--- src/rtl/serial_frame_pkg.sv ---
// Shared definitions for the serial frame link (transmitter and receiver).
// Frame format: idle-high line, start bit, port address (MSB first),
// data-bit count (MSB first), payload (LSB first), optional parity bit.
package serial_frame_pkg;

  localparam int   PORT_W_DEF = 2;
  localparam int   CNT_W_DEF  = 4;
  localparam logic START_BIT  = 1'b0;
  localparam logic IDLE_LEVEL = 1'b1;

  typedef enum logic [2:0] {
    S_IDLE,
    S_START,
    S_PORT,
    S_COUNT,
    S_DATA,
    S_PARITY,
    S_DONE
  } state_e;

  function automatic int max_int(input int a, input int b);
    return (a > b) ? a : b;
  endfunction

endpackage

--- src/rtl/serial_frame_tx_if.sv ---
// Request/status bundle between a frame producer (master) and the
// serial frame transmitter (slave).
interface serial_frame_tx_if #(
  parameter int PORT_W = 2,
  parameter int CNT_W  = 4,
  parameter int DATA_W = 15
) ();

  logic              start;
  logic [PORT_W-1:0] portNum;
  logic [CNT_W-1:0]  dataLen;
  logic [DATA_W-1:0] dataIn;
  logic              serOut;
  logic              ready;
  logic              busy;
  logic              done;

  modport master (
    output start, portNum, dataLen, dataIn,
    input  serOut, ready, busy, done
  );

  modport slave (
    input  start, portNum, dataLen, dataIn,
    output serOut, ready, busy, done
  );

endinterface

--- src/rtl/serial_frame_tx_field_shifter.sv ---
// serial_field_shifter: loadable LSB-first shift register with a bit
// down-counter. Reloaded once per frame field. It keeps only the bits still
// to come after the one being loaded/shifted out, and reports the bit that
// will be on the line next cycle so the caller can register it.
module serial_field_shifter #(
  parameter int W  = 15,
  parameter int CW = 4
) (
  input  logic          clk,
  input  logic          rst,
  input  logic          i_load,
  input  logic [W-1:0]  i_load_val,
  input  logic [CW-1:0] i_load_cnt,
  input  logic          i_shift,
  output logic          o_next_bit,
  output logic          o_last
);

  logic [W-2:0]  r_sh;
  logic [CW-1:0] r_cnt;

  // Load a new field (load wins over shift), otherwise advance one bit.
  always_ff @(posedge clk) begin
    // NOTE: non-blocking assignments in clocked blocks so every flop samples
    // pre-edge values regardless of statement order.
    if (!rst) begin
      r_sh  <= '0;
      r_cnt <= '0;
    end else if (i_load) begin
      r_sh  <= i_load_val[W-1:1];
      r_cnt <= i_load_cnt;
    end else if (i_shift) begin
      r_sh  <= r_sh >> 1;
      r_cnt <= r_cnt - CW'(1);
    end
  end

  assign o_next_bit = i_load ? i_load_val[0] : r_sh[0];
  assign o_last     = (r_cnt == '0);

endmodule

--- src/rtl/serial_frame_tx.sv ---
// serial_frame_tx: serializes one request per frame onto an idle-high line.
// Optional feature macro: SERIAL_FRAME_PARITY_EN appends an even-parity bit
// over the sent payload bits after the data field.
// All outputs come straight from flops; no input reaches an output
// combinationally.
module serial_frame_tx
  import serial_frame_pkg::*;
#(
  parameter int PORT_W = PORT_W_DEF,
  parameter int CNT_W  = CNT_W_DEF,
  parameter int DATA_W = (1 << CNT_W) - 1
) (
  input  logic              clk,
  input  logic              rst,
  serial_frame_tx_if.slave  bus
);

  localparam int CTR_W = max_int(PORT_W, CNT_W);

`ifdef SERIAL_FRAME_PARITY_EN
  localparam state_e TAIL_STATE = S_PARITY;
`else
  localparam state_e TAIL_STATE = S_DONE;
`endif

  state_e            r_state, w_state_nxt;
  logic [PORT_W-1:0] r_port;
  logic [CNT_W-1:0]  r_len;
  logic [DATA_W-1:0] r_data;
  logic              r_ser_out, r_ready, r_busy, r_done;

  logic              w_accept;
  logic              w_load, w_shift, w_next_bit, w_last;
  logic [DATA_W-1:0] w_load_val;
  logic [CTR_W-1:0]  w_load_cnt;
  logic [PORT_W-1:0] w_port_rev;
  logic [CNT_W-1:0]  w_len_rev;
  logic              w_ser_nxt;
  logic              w_par_nxt;

  assign w_accept = (r_state == S_IDLE) && bus.start;

  // Capture the request so later input changes cannot disturb the frame.
  always_ff @(posedge clk) begin
    if (!rst) begin
      r_port <= '0;
      r_len  <= '0;
      r_data <= '0;
    end else if (w_accept) begin
      r_port <= bus.portNum;
      r_len  <= bus.dataLen;
      r_data <= bus.dataIn;
    end
  end

  // Bit-reverse the MSB-first fields so the shifter can always send LSB first.
  always_comb begin
    w_port_rev = '0;
    w_len_rev  = '0;
    for (int i = 0; i < PORT_W; i++) w_port_rev[i] = r_port[PORT_W-1-i];
    for (int i = 0; i < CNT_W; i++)  w_len_rev[i]  = r_len[CNT_W-1-i];
  end

  serial_field_shifter #(
    .W  (DATA_W),
    .CW (CTR_W)
  ) u_shifter (
    .clk        (clk),
    .rst        (rst),
    .i_load     (w_load),
    .i_load_val (w_load_val),
    .i_load_cnt (w_load_cnt),
    .i_shift    (w_shift),
    .o_next_bit (w_next_bit),
    .o_last     (w_last)
  );

`ifdef SERIAL_FRAME_PARITY_EN
  logic r_par;

  // Running XOR of payload bits as they appear on the line.
  always_ff @(posedge clk) begin
    if (!rst) begin
      r_par <= 1'b0;
    end else if (w_accept) begin
      r_par <= 1'b0;
    end else if (r_state == S_DATA) begin
      r_par <= r_par ^ r_ser_out;
    end
  end

  assign w_par_nxt = (r_state == S_DATA) ? (r_par ^ r_ser_out) : r_par;
`else
  assign w_par_nxt = 1'b0;
`endif

  // State register.
  always_ff @(posedge clk) begin
    if (!rst) r_state <= S_IDLE;
    else      r_state <= w_state_nxt;
  end

  // Next-state and shifter control; each field is loaded on entry.
  always_comb begin
    // NOTE: every signal gets a default first so no path leaves it unassigned
    // (which would infer a latch).
    w_state_nxt = r_state;
    w_load      = 1'b0;
    w_shift     = 1'b0;
    w_load_val  = '0;
    w_load_cnt  = '0;
    unique case (r_state)
      S_IDLE: begin
        if (bus.start) w_state_nxt = S_START;
      end
      S_START: begin
        w_state_nxt = S_PORT;
        w_load      = 1'b1;
        w_load_val  = DATA_W'(w_port_rev);
        w_load_cnt  = CTR_W'(PORT_W - 1);
      end
      S_PORT: begin
        w_shift = 1'b1;
        if (w_last) begin
          w_state_nxt = S_COUNT;
          w_load      = 1'b1;
          w_load_val  = DATA_W'(w_len_rev);
          w_load_cnt  = CTR_W'(CNT_W - 1);
        end
      end
      S_COUNT: begin
        w_shift = 1'b1;
        if (w_last) begin
          if (r_len != '0) begin
            w_state_nxt = S_DATA;
            w_load      = 1'b1;
            w_load_val  = r_data;
            w_load_cnt  = CTR_W'(r_len - CNT_W'(1));
          end else begin
            w_state_nxt = TAIL_STATE;
          end
        end
      end
      S_DATA: begin
        w_shift = 1'b1;
        if (w_last) w_state_nxt = TAIL_STATE;
      end
      S_PARITY: w_state_nxt = S_DONE;
      S_DONE:   w_state_nxt = S_IDLE;
      default:  w_state_nxt = S_IDLE;
    endcase
  end

  // Line level for the coming cycle, chosen by the state being entered.
  always_comb begin
    w_ser_nxt = IDLE_LEVEL;
    unique case (w_state_nxt)
      S_START:                  w_ser_nxt = START_BIT;
      S_PORT, S_COUNT, S_DATA:  w_ser_nxt = w_next_bit;
      S_PARITY:                 w_ser_nxt = w_par_nxt;
      default:                  w_ser_nxt = IDLE_LEVEL;
    endcase
  end

  // Registered line and status outputs.
  always_ff @(posedge clk) begin
    if (!rst) begin
      r_ser_out <= IDLE_LEVEL;
      r_ready   <= 1'b1;
      r_busy    <= 1'b0;
      r_done    <= 1'b0;
    end else begin
      r_ser_out <= w_ser_nxt;
      r_ready   <= (w_state_nxt == S_IDLE);
      r_busy    <= (w_state_nxt != S_IDLE) && (w_state_nxt != S_DONE);
      r_done    <= (w_state_nxt == S_DONE);
    end
  end

  assign bus.serOut = r_ser_out;
  assign bus.ready  = r_ready;
  assign bus.busy   = r_busy;
  assign bus.done   = r_done;

endmodule

--- src/flat_wrapper.sv ---
// flat-port wrapper written by rule: the top's interface ports become plain ports
module serial_frame_tx_flat import serial_frame_pkg::*;
#(
  parameter int PORT_W = PORT_W_DEF,
  parameter int CNT_W  = CNT_W_DEF,
  parameter int DATA_W = (1 << CNT_W) - 1
)
  (clk, rst, bus_start, bus_portNum, bus_dataLen, bus_dataIn, bus_serOut, bus_ready, bus_busy, bus_done);
  serial_frame_tx_if #(.PORT_W(PORT_W), .CNT_W(CNT_W), .DATA_W(DATA_W)) bus_i ();
  input  logic clk;
  input  logic rst;
  input wire logic [$bits(bus_i.start)-1:0] bus_start;
  input wire logic [$bits(bus_i.portNum)-1:0] bus_portNum;
  input wire logic [$bits(bus_i.dataLen)-1:0] bus_dataLen;
  input wire logic [$bits(bus_i.dataIn)-1:0] bus_dataIn;
  output wire logic [$bits(bus_i.serOut)-1:0] bus_serOut;
  output wire logic [$bits(bus_i.ready)-1:0] bus_ready;
  output wire logic [$bits(bus_i.busy)-1:0] bus_busy;
  output wire logic [$bits(bus_i.done)-1:0] bus_done;
  assign bus_i.start = bus_start;
  assign bus_i.portNum = bus_portNum;
  assign bus_i.dataLen = bus_dataLen;
  assign bus_i.dataIn = bus_dataIn;
  assign bus_serOut = bus_i.serOut;
  assign bus_ready = bus_i.ready;
  assign bus_busy = bus_i.busy;
  assign bus_done = bus_i.done;
  serial_frame_tx #(.PORT_W(PORT_W), .CNT_W(CNT_W), .DATA_W(DATA_W)) u_core (.clk(clk), .rst(rst), .bus(bus_i));
endmodule
--- config.mk ---
export PLATFORM = sky130hd
export DESIGN_NAME = serial_frame_tx_flat
export DESIGN_NICKNAME = d
export VERILOG_FILES = /design/src/rtl/serial_frame_pkg.sv /design/src/rtl/serial_frame_tx_if.sv /design/src/rtl/serial_frame_tx_field_shifter.sv /design/src/rtl/serial_frame_tx.sv /design/src/flat_wrapper.sv
export SDC_FILE = /design/constraint.sdc
export NUM_CORES = 1
export LEC_CHECK = 0
export ABC_AREA = 1
export CORE_MARGIN = 8
export CORE_UTILIZATION = 45
export DETAILED_ROUTE_END_ITERATION = 16
export MAX_ROUTING_LAYER = met4
export PLACE_DENSITY = 0.66
export SLEW_MARGIN = 20
export SYNTH_ARGS = -nofsm -noshare
export SYNTH_HDL_FRONTEND = slang
export SYNTH_HIERARCHICAL = 1
export SYNTH_SLANG_ARGS = --single-unit
export TNS_END_PERCENT = 1
--- constraint.sdc ---
create_clock -name clk -period 5.45 [get_ports clk]
set_input_delay 1.09 -clock clk [delete_from_list [all_inputs] [get_ports clk]]
set_output_delay 1.09 -clock clk [all_outputs]
set_load 0.02 [all_outputs]
== Word level (Yosys, flattened, before mapping) ==
Index checks and enable logic that the tools add are counted.
Storage, ports and cells
  flip-flop bits (word level): 46
  input bits: 24
  output and inout port bits: 4
  word-level logic and storage cells: 60
Cells by class
  add/subtract/negate cells: 2
  equal/unequal tests: 12
  mux-type cells: 25
  reductions and logical operators: 11
Operators by type and width (count)
  one-hot mux 15 bit (3 select lines): 1
  two-way mux 15 bit: 2
  two-way mux 14 bit: 2
  two-way mux 4 bit: 5
  one-hot mux 3 bit (6 select lines): 1
  == test 3 bit, second input constant: 5
  == test 3 x 2 -> 1 bit, second input constant: 4
  two-way mux 3 bit: 4
  one-hot mux 4 bit (3 select lines): 1
  subtractor 4 x 1 -> 4 bit, second input constant: 2
  == test 3 x 1 -> 1 bit, second input constant: 2
  logical NOT 3 bit: 2
  OR reduction 3 bit: 2
  two-way mux 1 bit: 5
  logical NOT 4 bit: 1
  two-way mux 2 bit: 2
  nonzero test 4 bit: 1
  inequality test 3 bit, second input constant: 1
  one-hot mux 1 bit (3 select lines): 1
  nonzero test 3 bit: 1
  logical AND 1 bit: 2
  one-hot mux 1 bit (2 select lines): 1
  nonzero test 2 bit: 1
  OR reduction 2 bit: 1

== Longest topological paths before layout ==
Gate-level depths: netlist of the first run.
  depth in word-level cells: 7
  depth in mapped cells: 15
  depth with buffers taken out: 14

== Cells and area by module ==
Netlist of the first run, hierarchy kept.
Modules (own cells, without submodules)
  serial_frame_tx: times used 1, cells an instance 177, area each 1288.7 µm², sequential area each 560.5 µm²
  serial_field_shifter: times used 1, cells an instance 138, area each 889.6 µm², sequential area each 360.3 µm²

== Worst setup path before layout of the first run ==
OpenSTA, ideal clock, no wires.
  kind: reg-to-reg
  start: reg u_core.u_shifter.r_cnt[0]
  end: reg u_core.r_ser_out, in the netlist u_core/bus.serOut
  library setup time: 0.063 ns
  arrival: 2.065 ns
  data required time: 5.387 ns
  path slack: 3.322 ns
  cell stages (with the launch flop): 15
  buffers on the path: 1
  clock period less this slack: 2.128 ns
  cells stage by stage: dfxtp_1 -> inv_1 -> ha_1 -> nor3b_1 -> nand3_2 -> inv_1 -> nor2_1 -> nand2_1 -> buf_2 -> nand2_1 -> nand2_1 -> inv_1 -> nand2_1 -> nand3b_1 -> nand3_1
Between the ends
  elaborated cells between the ends (all ways): 20
RTL lines
  start: declaration: RTL line serial_frame_tx_field_shifter.sv:20  | logic [CW-1:0] r_cnt;
  start signal: assignment: RTL line serial_frame_tx_field_shifter.sv:31  | r_cnt <= i_load_cnt;
  start signal: assignment: RTL line serial_frame_tx_field_shifter.sv:34  | r_cnt <= r_cnt - CW'(1);
  logical NOT 4 bit *: RTL line serial_frame_tx_field_shifter.sv:39  | assign o_last = (r_cnt == '0);
  net u_core.w_last: RTL line serial_frame_tx.sv:33  | logic w_load, w_shift, w_next_bit, w_last;
  two-way mux 1 bit (on tied branches): RTL line serial_frame_tx.sv:133, serial_frame_tx.sv:124
  one-hot mux 1 bit (3 select lines) *: RTL line serial_frame_tx.sv:112  | unique case (r_state)
  net u_core.w_load: RTL line serial_frame_tx.sv:33
  two-way mux 1 bit *: RTL line serial_frame_tx_field_shifter.sv:38  | assign o_next_bit = i_load ? i_load_val[0] : r_sh[0];
  net u_core.w_next_bit: RTL line serial_frame_tx.sv:33
  one-hot mux 1 bit (2 select lines) *: RTL line serial_frame_tx.sv:157  | unique case (w_state_nxt)
  end signal: assignment: RTL line serial_frame_tx.sv:173  | r_ser_out <= w_ser_nxt;
  end: declaration: RTL line serial_frame_tx.sv:30  | logic r_ser_out, r_ready, r_busy, r_done;
The timed path passes the listed nets; every way through them passes the cells marked *.
A chain may end at the register's enable or synchronous reset.

== Worst setup path after layout of the first run ==
  start: reg u_core.u_shifter.r_cnt[0]
  end: reg u_core.u_shifter.r_sh[8]
Between the ends
  word-level cells in the longest chain between the ends: 4
  elaborated cells between the ends (all ways): 8
RTL lines
  logical NOT 4 bit *: RTL line serial_frame_tx_field_shifter.sv:39
  net u_core.w_last: RTL line serial_frame_tx.sv:33
  two-way mux 1 bit (on tied branches): RTL line serial_frame_tx.sv:133, serial_frame_tx.sv:124
  one-hot mux 1 bit (3 select lines) *: RTL line serial_frame_tx.sv:112
  net u_core.w_load: RTL line serial_frame_tx.sv:33
  two-way mux 14 bit / nonzero test 2 bit (equally long branches)
  end signal: assignment: RTL line serial_frame_tx_field_shifter.sv:30  | r_sh <= i_load_val[W-1:1];
  end signal: assignment: RTL line serial_frame_tx_field_shifter.sv:33  | r_sh <= r_sh >> 1;
  end: declaration: RTL line serial_frame_tx_field_shifter.sv:19  | logic [W-2:0] r_sh;
Marked as above.

==> results of run 1 <==
## where the power goes
part	internal (mW)	total, mW	switching (mW)
combinational	0.160	0.484	0.324
clock	0.137	0.253	0.116
sequential	0.409	0.444	0.0349
## final timing paths
kind	start	to	cells past startpoint
min	u_core/r_data[3]	u_core/r_data[3]	2
max reg2reg	u_core/u_shifter/r_cnt[0]	u_core/u_shifter/r_sh[8]	12
min reg2reg	u_core/r_data[3]	u_core/r_data[3]	2
max	u_core/u_shifter/r_cnt[0]	u_core/u_shifter/r_sh[8]	12
## cell usage in the layout, fill, tap and decap left out
master / count
nand2_1: 84
inv_1: 50
dfxtp_1: 46
clkdlybuf4s50_1: 27
a21oi_1: 23
nor2_1: 20
o21ai_0: 20
nand3_1: 19
o21ai_1: 7
clkbuf_8: 5
inv_2: 4
nand2_2: 3
ha_1: 3
nor2_4: 2
nand3_2: 2
nor3_1: 2
o221ai_1: 2
o22ai_1: 2
a22oi_1: 2
clkinvlp_4: 1
bufinv_16: 1
clkbuf_1: 1
nor2_2: 1
a31oi_1: 1
nand4_1: 1
nor3_2: 1
xnor2_1: 1
o21bai_1: 1
nand2_4: 1
nand3b_1: 1
buf_4: 1
nor3b_1: 1
xor2_1: 1
o211ai_1: 1
## sequential cells by signal (all words and copies together), names as in the netlist
register / flops
u_core/r_state: 3
u_core/r_len: 4
u_core/u_shifter/r_cnt: 4
u_core/u_shifter/r_sh: 14
u_core/r_data: 15
u_core/bus.done: 1
u_core/r_port: 2
u_core/bus.ready: 1
u_core/bus.busy: 1
u_core/bus.serOut: 1
## per-stage QoR
| step | cells | area, um^2 | total power [mW] | setup slack (ns) | hold slack [ns] |
|---|---|---|---|---|---|
| after floorplan | 315 | 2180 | 0.847 | 3.32 | 0.430 |
| after global placement | 384 | 2450 | 0.924 | 2.38 | 0.443 |
| after detailed placement | 384 | 2450 | 0.931 | 2.27 | 0.450 |
| after CTS | 392 | 2560 | 1.19 | 2.24 | 0.463 |
| after global routing | 392 | 2560 | 1.27 | 1.90 | 0.488 |
| final | 392 | 2560 | 1.18 | 2.19 | 0.457 |
## critical path, cell delays in order (launching register included)
cell	delay (ns)
dfxtp_1	0.32
inv_1	0.11
ha_1	0.19
nor3b_1	0.56
nand3_1	0.64
nand2_1	0.77
inv_2	0.09
nand2_2	0.10
inv_2	0.12
nand2_1	0.08
nand3_1	0.07
nand2_1	0.07
inv_1	0.04
## layer usage
metal,wire length (um),up-vias,global-route usage
met1,2380,824,0.164
met5,0,-,-
met4,41,0,0.0494
met2,1850,45,0.181
li1,-,1024,-
met3,175,4,0.0315
## layout make-up
| class | instances | area [um^2] |
|---|---|---|
| clock buffer | 6 | 72.6 |
| clock inverter | 2 | 37.5 |
| fill | 451 | 2140 |
| inverter | 54 | 203 |
| multi-input combinational | 202 | 977 |
| sequential | 46 | 921 |
| tap | 54 | 67.6 |
| timing repair buffer | 28 | 278 |
## kinds of logic after synthesis
group,synth area share
xor+xnor,0.00804
buf+inv,0.129
flops,0.423
compound gates,0.145
fa+ha+maj,0.0172
simple gates,0.278
==> metrics.md, run 1 <==
| Metric | Value |
|---|---|
| Final core utilization | `0.545` |
| Type of origin of the critical path | `flip-flop` |
| Core region area | `4690 um^2` |
| Total die area | `7320 um^2` |
| Tot GR Track Use | `0.126` |
| Top post-synthesis cells by area | `dfxtp_1, nand2_1, inv_1` |
| Run status | `finished clean` |
| DRT iter0 DRCs | `135` |
| # rows | `25` |
| Slew HR | `0.530` |
| Count leader, synth | `nand2_1` |
| H-tree levels | `2` |
| Max Clk Rate | `306 MHz` |
| CTS Sinks | `46` |
| Seq/Total Area, Yosys | `0.423` |
| Via density | `4.84` |
| RSZ-0062 raised after global routing | `no` |
| Mapped Area | `2180 um^2` |
| Layout cells sized above 1 | `0.0651` |
| First-pass GRT wire length | `7310 um` |
| Async SR Flop Fraction | `0` |
| Dominant synthesized flop cell | `dfxtp_1` |
| Post-CTS sizing | `0` |
| Post-detailed-route DRC marker count | `0` |
| FF-to-FF setup slack | `2.19 ns` |
| Setup bufs post-CTS | `0` |
| Post-layout min period | `3.26 ns` |
| PortBufs | `27` |
| Final Cycle Share | `0.599` |
| Syn avg cell area | `6.92 um^2` |
| Total number of vias | `1897` |
| Dpl hpwl | `3110 um` |
| Final Skew | `0.00541 ns` |
| Req. time, crit path | `5.66 ns` |
| Number of hold buffers added after cts | `0` |
| Pin count of the biggest net entering global routing | `43` |
| Net Count, Synth | `342` |
| Seq cells post-synth | `46` |
| Detail Route Antenna Nets | `0` |
| Die Ht | `85.6 um` |
| Final setup violation count | `0` |
| Synthesis Warnings | `6` |
| Synthesis-to-layout area growth | `17.3%` |
| Reg clk slew, reported paths | `0.09 ns` |
| Die X | `85.6 um` |
| IO Count | `28` |
| Crit path max fanout | `22` |
| Vias in the first global route | `1629` |
| Num CTS Buffers | `5` |
| Post-synth EDFFs | `0` |
| Routability Congestion | `0.789` |
| Max Cap Viol | `0` |
| Diode count | `0` |
| Post-Route WL | `4450 um` |
| Grt ovf | `0` |
| Clk Latency, worst-skew pair | `0.30 ns` |
| WP data arrival | `3.47 ns` |
| Distinct cells, synth | `32` |
| Wire per inst | `11.3 um` |
| Critical path endpoint category | `flip-flop` |
| Total negative slack | `0 ns` |
| 1st-pass router iterations | `4` |
| CTS tree | `yes` |
| Leak | `1.18 nW` |
| Max-slew violations | `0` |
| Share of the synthesized area in the top cell type | `0.423` |
| Commonest cells post-synth | `nand2_1, inv_1, dfxtp_1` |
| Cells after Synth | `315` |
| Fin nets | `364` |
| Initial antenna violation count | `0` |
| Clock Path Buffers | `2` |
| Initial Util | `0.464` |
| Hold WC Path Type | `reg -> reg` |
| Critical path class | `reg -> reg` |
| Synth area leader | `dfxtp_1` |
| CTS root buffer | `clkbuf_8` |
| VDD IR-drop max | `0.000263 V` |
| Slew @ Worst Pin | `0.703 ns` |
| PD cells | `462 nW/um^2` |
| Final Hold Fails | `0` |
Power figures use the tool's default switching activity.
==> run 2: changes to the inputs <==
- clock period: 5.45 -> 3.1 ns (I/O delays scaled with it)
==> run 2 against run 1 <==
  * Sequential cell count unchanged
  * Clock skew down 0.0025 ns
  * Routed wire length grew 0.67%
  * Critical endpoint is now u_core/u_shifter/r_cnt[1]
==> metrics.md, run 2 (synthesized netlist as in run 1, its figures left out) <==
| Metric | Value |
|---|---|
| Final Skew | `0.00292 ns (-0.00248 ns)` |
| First-pass GRT wire length | `8020 um (+9.7%)` |
| Post-CTS sizing | `0 (unchanged)` |
| WP data arrival | `2.51 ns (-0.96 ns)` |
| Final Cycle Share | `0.729 (+0.130)` |
| Die Ht | `85.6 um (unchanged)` |
| Pin count of the biggest net entering global routing | `28 (-35%)` |
| Final Hold Fails | `0 (unchanged)` |
| Req. time, crit path | `3.35 ns (-2.31 ns)` |
| Run status | `finished clean` |
| VDD IR-drop max | `0.000524 V (+99%)` |
| Post-Route WL | `4480 um (+0.67%)` |
| Max FFs per register | `15 (unchanged)` |
| Layout cells sized above 1 | `0.0787 (+0.0136)` |
| Slew HR | `0.408 (-0.123)` |
| 1st-pass router iterations | `4 (unchanged)` |
| Initial Util | `0.464 (unchanged)` |
| R2R Path Start | `u_core/u_shifter/r_cnt[0]` |
| Final core utilization | `0.553 (+0.00800)` |
| Max Clk Rate | `443 MHz (+44%)` |
| Worst Hold Launch | `u_core/r_data[3]` |
| Total number of vias | `1880 (-0.90%)` |
| Type of origin of the critical path | `flip-flop` |
| Via density | `4.74 (-2.1%)` |
| Crit path max fanout | `17 (-23%)` |
| Diode count | `0 (unchanged)` |
| Total die area | `7320 um^2 (unchanged)` |
| Clock Path Buffers | `2 (unchanged)` |
| CTS root buffer | `clkbuf_8` |
| Max-slew violations | `0 (unchanged)` |
| Hold Crit Depth | `2 (unchanged)` |
| Synthesis-to-layout area growth | `19.1%` |
| Routability Congestion | `0.842 (+6.8%)` |
| PD cells | `823 nW/um^2 (+78%)` |
| Reg clk slew, reported paths | `0.09 ns (about the same)` |
| Power Total | `2.13 mW (+81%)` |
| PortBufs | `27 (unchanged)` |
| Leak | `1.20 nW (+2.0%)` |
| Vias in the first global route | `1767 (+8.5%)` |
| DRT iter0 DRCs | `116 (-14%)` |
| Post-layout min period | `2.26 ns (-1.01 ns)` |
| Fin nets | `369 (+1.4%)` |
| Initial antenna violation count | `0 (unchanged)` |
| Grt ovf | `0 (unchanged)` |
| Tot GR Track Use | `0.136 (+0.0104)` |
| Max Cap Viol | `0 (unchanged)` |
| CTS Sinks | `46 (unchanged)` |
| Setup bufs post-CTS | `0 (unchanged)` |
| RSZ-0062 raised after global routing | `no` |
| Biggest register | `u_core/r_data` |
| Post-detailed-route DRC marker count | `0 (unchanged)` |
| Num CTS Buffers | `5 (unchanged)` |
| Hold WC Path Type | `reg -> reg` |
| Slew @ Worst Pin | `0.886 ns (+0.183 ns)` |
| Commonest non-fill, non-tap cells in the layout | `nand2_1, inv_1, dfxtp_1` |
| Detail Route Antenna Nets | `0 (unchanged)` |
| Setup crit start | `u_core/u_shifter/r_cnt[0]` |
| Total negative slack | `0 ns (unchanged)` |
| Dpl hpwl | `3300 um (+6.0%)` |
| Number of hold buffers added after cts | `0 (unchanged)` |
| Die X | `85.6 um (unchanged)` |
| # rows | `25 (unchanged)` |
| Final setup violation count | `0 (unchanged)` |
| H-tree levels | `2 (unchanged)` |
| Critical path class | `reg -> reg` |
| IO Count | `28 (unchanged)` |
| Top flop regs | `u_core/r_data: 15 flops, u_core/u_shifter/r_sh: 14 flops` |
| R2R cell count | `13 (+1)` |
| CTS tree | `yes` |
| Most common cell after layout, fill and taps aside | `nand2_1` |
| Wire per inst | `11.3 um (-0.59%)` |
| Post-DP Area | `2480 um^2 (+1.5%)` |
| Critical path endpoint category | `flip-flop` |
| Clk Latency, worst-skew pair | `0.29 ns (about the same)` |
| Final Cell Area | `2590 um^2 (+1.5%)` |
| Core region area | `4690 um^2 (unchanged)` |
==> run 2: worst paths after layout <==
check                                            endpoint  slack [ns]
worst max-delay path            u_core/u_shifter/r_cnt[1]        0.84
worst min-delay path                     u_core/r_data[3]        0.46
worst max register to register  u_core/u_shifter/r_cnt[1]        0.84
worst min register to register           u_core/r_data[3]        0.46
==> run 2: metrics by stage <==
stage / hold slack (ns) / cells / setup slack [ns]
floorplan: 0.430 / 315 / 0.972
global placement: 0.443 / 389 / 0.916
detailed placement: 0.449 / 389 / 0.888
CTS: 0.463 / 397 / 0.868
global route: 0.479 / 397 / 0.615
finish: 0.461 / 397 / 0.841
==> run 2: layout make-up <==
| type | count | area, um^2 |
|---|---|---|
| Fill cell | 471 | 2100 |
| Multi-Input combinational cell | 202 | 977 |
| Sequential cell | 46 | 921 |
| Timing Repair Buffer | 33 | 315 |
| Inverter | 54 | 203 |
| Clock buffer | 6 | 72.6 |
| Tap cell | 54 | 67.6 |
| Clock inverter | 2 | 37.5 |
==> run 2: where the power goes <==
group,internal (mW),switching [mW]
sequential,0.719,0.0607
clock,0.241,0.206
combinational,0.321,0.587
total,1.28,0.853
==> run 2: per-layer routing <==
layer	track usage	routed length (um)
met5	-	0
met4	0.0430	53
met3	0.0315	143
met2	0.201	1900
met1	0.179	2380
==> run 2: worst max-delay path: stages (launching register included) <==
cell,delay [ns]
dfxtp_1,0.33
inv_1,0.07
ha_1,0.23
nor3b_1,0.14
buf_4,0.15
nand3_2,0.13
inv_1,0.05
nor2_1,0.11
nand2_1,0.26
nor2_4,0.41
nand2_1,0.09
o211ai_1,0.11
nand2_1,0.07
inv_1,0.05
==> run 3: changes to the inputs <==
- PLACE_DENSITY: 0.66 -> 0.69
- clock period: 3.1 -> 2 ns (I/O delays scaled with it)
==> run 3 against run 2 <==
  * Global-route usage decreased by 0.12 points
  * Clock power increased by 42%
  * Non-clock buffer count increased by 6
  * Largest power group unchanged
  * Critical endpoint unchanged
==> metrics.md, run 3 (synthesized netlist as in run 1, its figures left out) <==
| Metric | Value |
|---|---|
| Cell-internal power | `2.10 mW (+64%)` |
| Commonest non-fill, non-tap cells in the layout | `nand2_1, inv_1, dfxtp_1` |
| Clk pwr share | `0.182 (-0.027)` |
| Power Total | `3.48 mW (+63%)` |
| RSZ-0062 raised after global routing | `yes` |
| Post-layout min period | `1.89 ns (-0.372 ns)` |
| R2R cell count | `12 (-1)` |
| Clk Latency, worst-skew pair | `0.30 ns (about the same)` |
| Seq pwr share | `0.351 (-0.014)` |
| Initial Util | `0.464 (unchanged)` |
| Power share of the combinational group | `0.467 (+0.041)` |
| Post-detailed-route DRC marker count | `0 (unchanged)` |
| Max Clk Rate | `530 MHz (+20%)` |
| First-pass GRT wire length | `7940 um (-1.0%)` |
| Fin nets | `375 (+1.6%)` |
| Hold Crit Depth | `2 (unchanged)` |
| WP data arrival | `2.13 ns (-0.38 ns)` |
| Slew @ Worst Pin | `0.461 ns (-0.425 ns)` |
| IO Count | `28 (unchanged)` |
| Number of hold buffers added after cts | `0 (unchanged)` |
| Layer with the highest usage | `met2` |
| GR Util met2 | `0.207 (+0.00564)` |
| Final setup violation count | `0 (unchanged)` |
| Pin count of the biggest net entering global routing | `42 (+50%)` |
| Routability Congestion | `0.828 (-1.7%)` |
| Final Cycle Share | `0.943 (+0.215)` |
| Top flop regs | `u_core/r_data: 15 flops, u_core/u_shifter/r_sh: 14 flops` |
| CP cell instances | `inv_1, ha_1, nor3b_4, nand3_2, inv_1, nor2_1, nand2_1, buf_4, nand2_1, o211ai_1, nand2_1, inv_1` |
| Critical path endpoint category | `flip-flop` |
| Slew HR | `0.692 (+0.284)` |
| Crit path max fanout | `16 (-1)` |
| Clock Path Buffers | `2 (unchanged)` |
| Initial antenna violation count | `0 (unchanged)` |
| Die X | `85.6 um (unchanged)` |
| CTS root buffer | `clkbuf_8` |
| Most common cell after layout, fill and taps aside | `nand2_1` |
| Critical path class | `reg -> reg` |
| VDD IR-drop max | `0.000652 V (+24%)` |
| Layout cells sized above 1 | `0.103 (+0.0244)` |
| Grt ovf | `0 (unchanged)` |
| Total negative slack | `0 ns (unchanged)` |
| Worst Hold Launch | `u_core/r_data[13]` |
| Dpl hpwl | `3220 um (-2.2%)` |
| Final Skew | `0.00787 ns (+0.00495 ns)` |
| Total die area | `7320 um^2 (unchanged)` |
| Switching Share | `0.398 (-0.00227)` |
| Max incr delay on CP | `0.32 ns (-0.09 ns)` |
| Biggest register | `u_core/r_data` |
| Detail Route Antenna Nets | `0 (unchanged)` |
| Reg clk slew, reported paths | `0.09 ns (about the same)` |
| Crit Reg-Reg Endpoint | `u_core/u_shifter/r_cnt[1]` |
| Final Hold Fails | `0 (unchanged)` |
| # rows | `25 (unchanged)` |
| Total number of vias | `1994 (+6.1%)` |
| PD cells | `1300 nW/um^2 (+58%)` |
| Diode count | `0 (unchanged)` |
| Synthesis-to-layout area growth | `22.9%` |
| DRT iter0 DRCs | `135 (+16%)` |
| Num CTS Buffers | `5 (unchanged)` |
| Die Ht | `85.6 um (unchanged)` |
| Core region area | `4690 um^2 (unchanged)` |
| Worst Hold Endpoint | `u_core/r_data[13]` |
| GR Layer Usage met1 | `0.168 (-0.0112)` |
| Crit-path slowest cell | `dfxtp_1` |
| Max-slew violations | `0 (unchanged)` |
| PortBufs | `27 (unchanged)` |
| Run status | `finished clean` |
| CTS tree | `yes` |
| P_sw | `1.38 mW (+62%)` |
| GRT met3 Usage | `0.0287 (-0.00287)` |
| Tot GR Track Use | `0.135 (-0.00121)` |
| FF-to-FF setup slack | `0.11 ns (-0.73 ns)` |
| Wire per inst | `11.4 um (+1.2%)` |
| Max FFs per register | `15 (unchanged)` |
| Max Cap Viol | `0 (unchanged)` |
| Req. time, crit path | `2.25 ns (-1.10 ns)` |
| Fillers | `465 (-1.3%)` |
| Leak | `1.25 nW (+3.8%)` |
| Final core utilization | `0.571 (+0.0179)` |
| Vias in the first global route | `1775 (+0.45%)` |
| Hold slack | `0.460 ns (-0.00156 ns)` |
| H-tree levels | `2 (unchanged)` |
| R2R Path Start | `u_core/u_shifter/r_cnt[0]` |
| Hold WC Path Type | `reg -> reg` |
| CTS Sinks | `46 (unchanged)` |
| Via density | `4.95 (+4.5%)` |
| Post-Route WL | `4600 um (+2.7%)` |
| 1st-pass router iterations | `4 (unchanged)` |
| Type of origin of the critical path | `flip-flop` |
[run 3: cell types whose count changed in the layout (fill, tap and decap cells not counted)]
cell	delta
buf_4	+4
buf_12	+2
clkbuf_8	+2
bufinv_16	-1
clkbuf_1	-1
clkinv_4	+1
clkinvlp_4	-1
inv_2	-1
inv_4	+1
nand3_1	-1
nand3_2	+1
nor3b_1	-1
nor3b_4	+1
[run 3: power groups by stage]
stage          logic (mW)  clock network [mW]  registers (mW)
6_report             1.63               0.634            1.22
5_1_grt              1.83               0.685            1.24
4_1_cts              1.47               0.653            1.22
3_5_place_dp         1.46                   0            1.24
3_3_place_gp         1.46                   0            1.23
2_1_floorplan        1.07                   0            1.25
[run 3: critical path, delay by kind of cell (launching register included)]
kind | cells | cell delay [ns]
simple gates | 6 | 0.78
buf+inv | 4 | 0.46
fa+ha+maj | 1 | 0.20
flops | 1 | 0.32
compound gates | 1 | 0.08
[run 3: metrics by stage]
stage                     instance area (um^2)  cells  setup slack (ns)
final                                     2680    403             0.113
after global routing                      2680    403           -0.0481
after CTS                                 2640    401            0.0616
after detailed placement                  2530    393            0.0776
after global placement                    2530    393             0.134
after floorplan                           2180    315            0.0866
[run 3: how the worst max path moves through the flow]
stage / end / cells after the start / startpoint
after detailed placement: u_core/u_shifter/r_cnt[1] / 12 / u_core/u_shifter/r_cnt[0]
after global placement: u_core/u_shifter/r_cnt[1] / 12 / u_core/u_shifter/r_cnt[1]
after global routing: u_core/u_shifter/r_cnt[1] / 12 / u_core/u_shifter/r_cnt[0]
after CTS: u_core/u_shifter/r_cnt[1] / 12 / u_core/u_shifter/r_cnt[0]
after floorplan: u_core/bus.serOut / 14 / u_core/u_shifter/r_cnt[0]
final: u_core/u_shifter/r_cnt[1] / 12 / u_core/u_shifter/r_cnt[0]
[run 3: layout make-up]
| class | count | area, um^2 | share of cell area |
|---|---|---|---|
| Multi-Input combinational cell | 202 | 993 | 0.371 |
| Sequential cell | 46 | 921 | 0.344 |
| Timing Repair Buffer | 39 | 385 | 0.144 |
| Inverter | 54 | 205 | 0.0766 |
| Clock buffer | 7 | 96.3 | 0.0360 |
| Tap cell | 54 | 67.6 | 0.0252 |
| Clock inverter | 1 | 8.76 | 0.00327 |
[run 3: routing by layer]
layer | vias to the layer above | wire [um]
met3 | 6 | 156
met5 | - | 0
met2 | 39 | 2080
li1 | 1048 | -
met1 | 901 | 2280
met4 | 0 | 82
[run 3: what timing repair did]
action | CTS | global route
resized for setup | 0 | 4
buffers inserted | 0 | 2
endpoints found under the setup margin | 0 | 18
endpoints found under the hold margin | 0 | 0
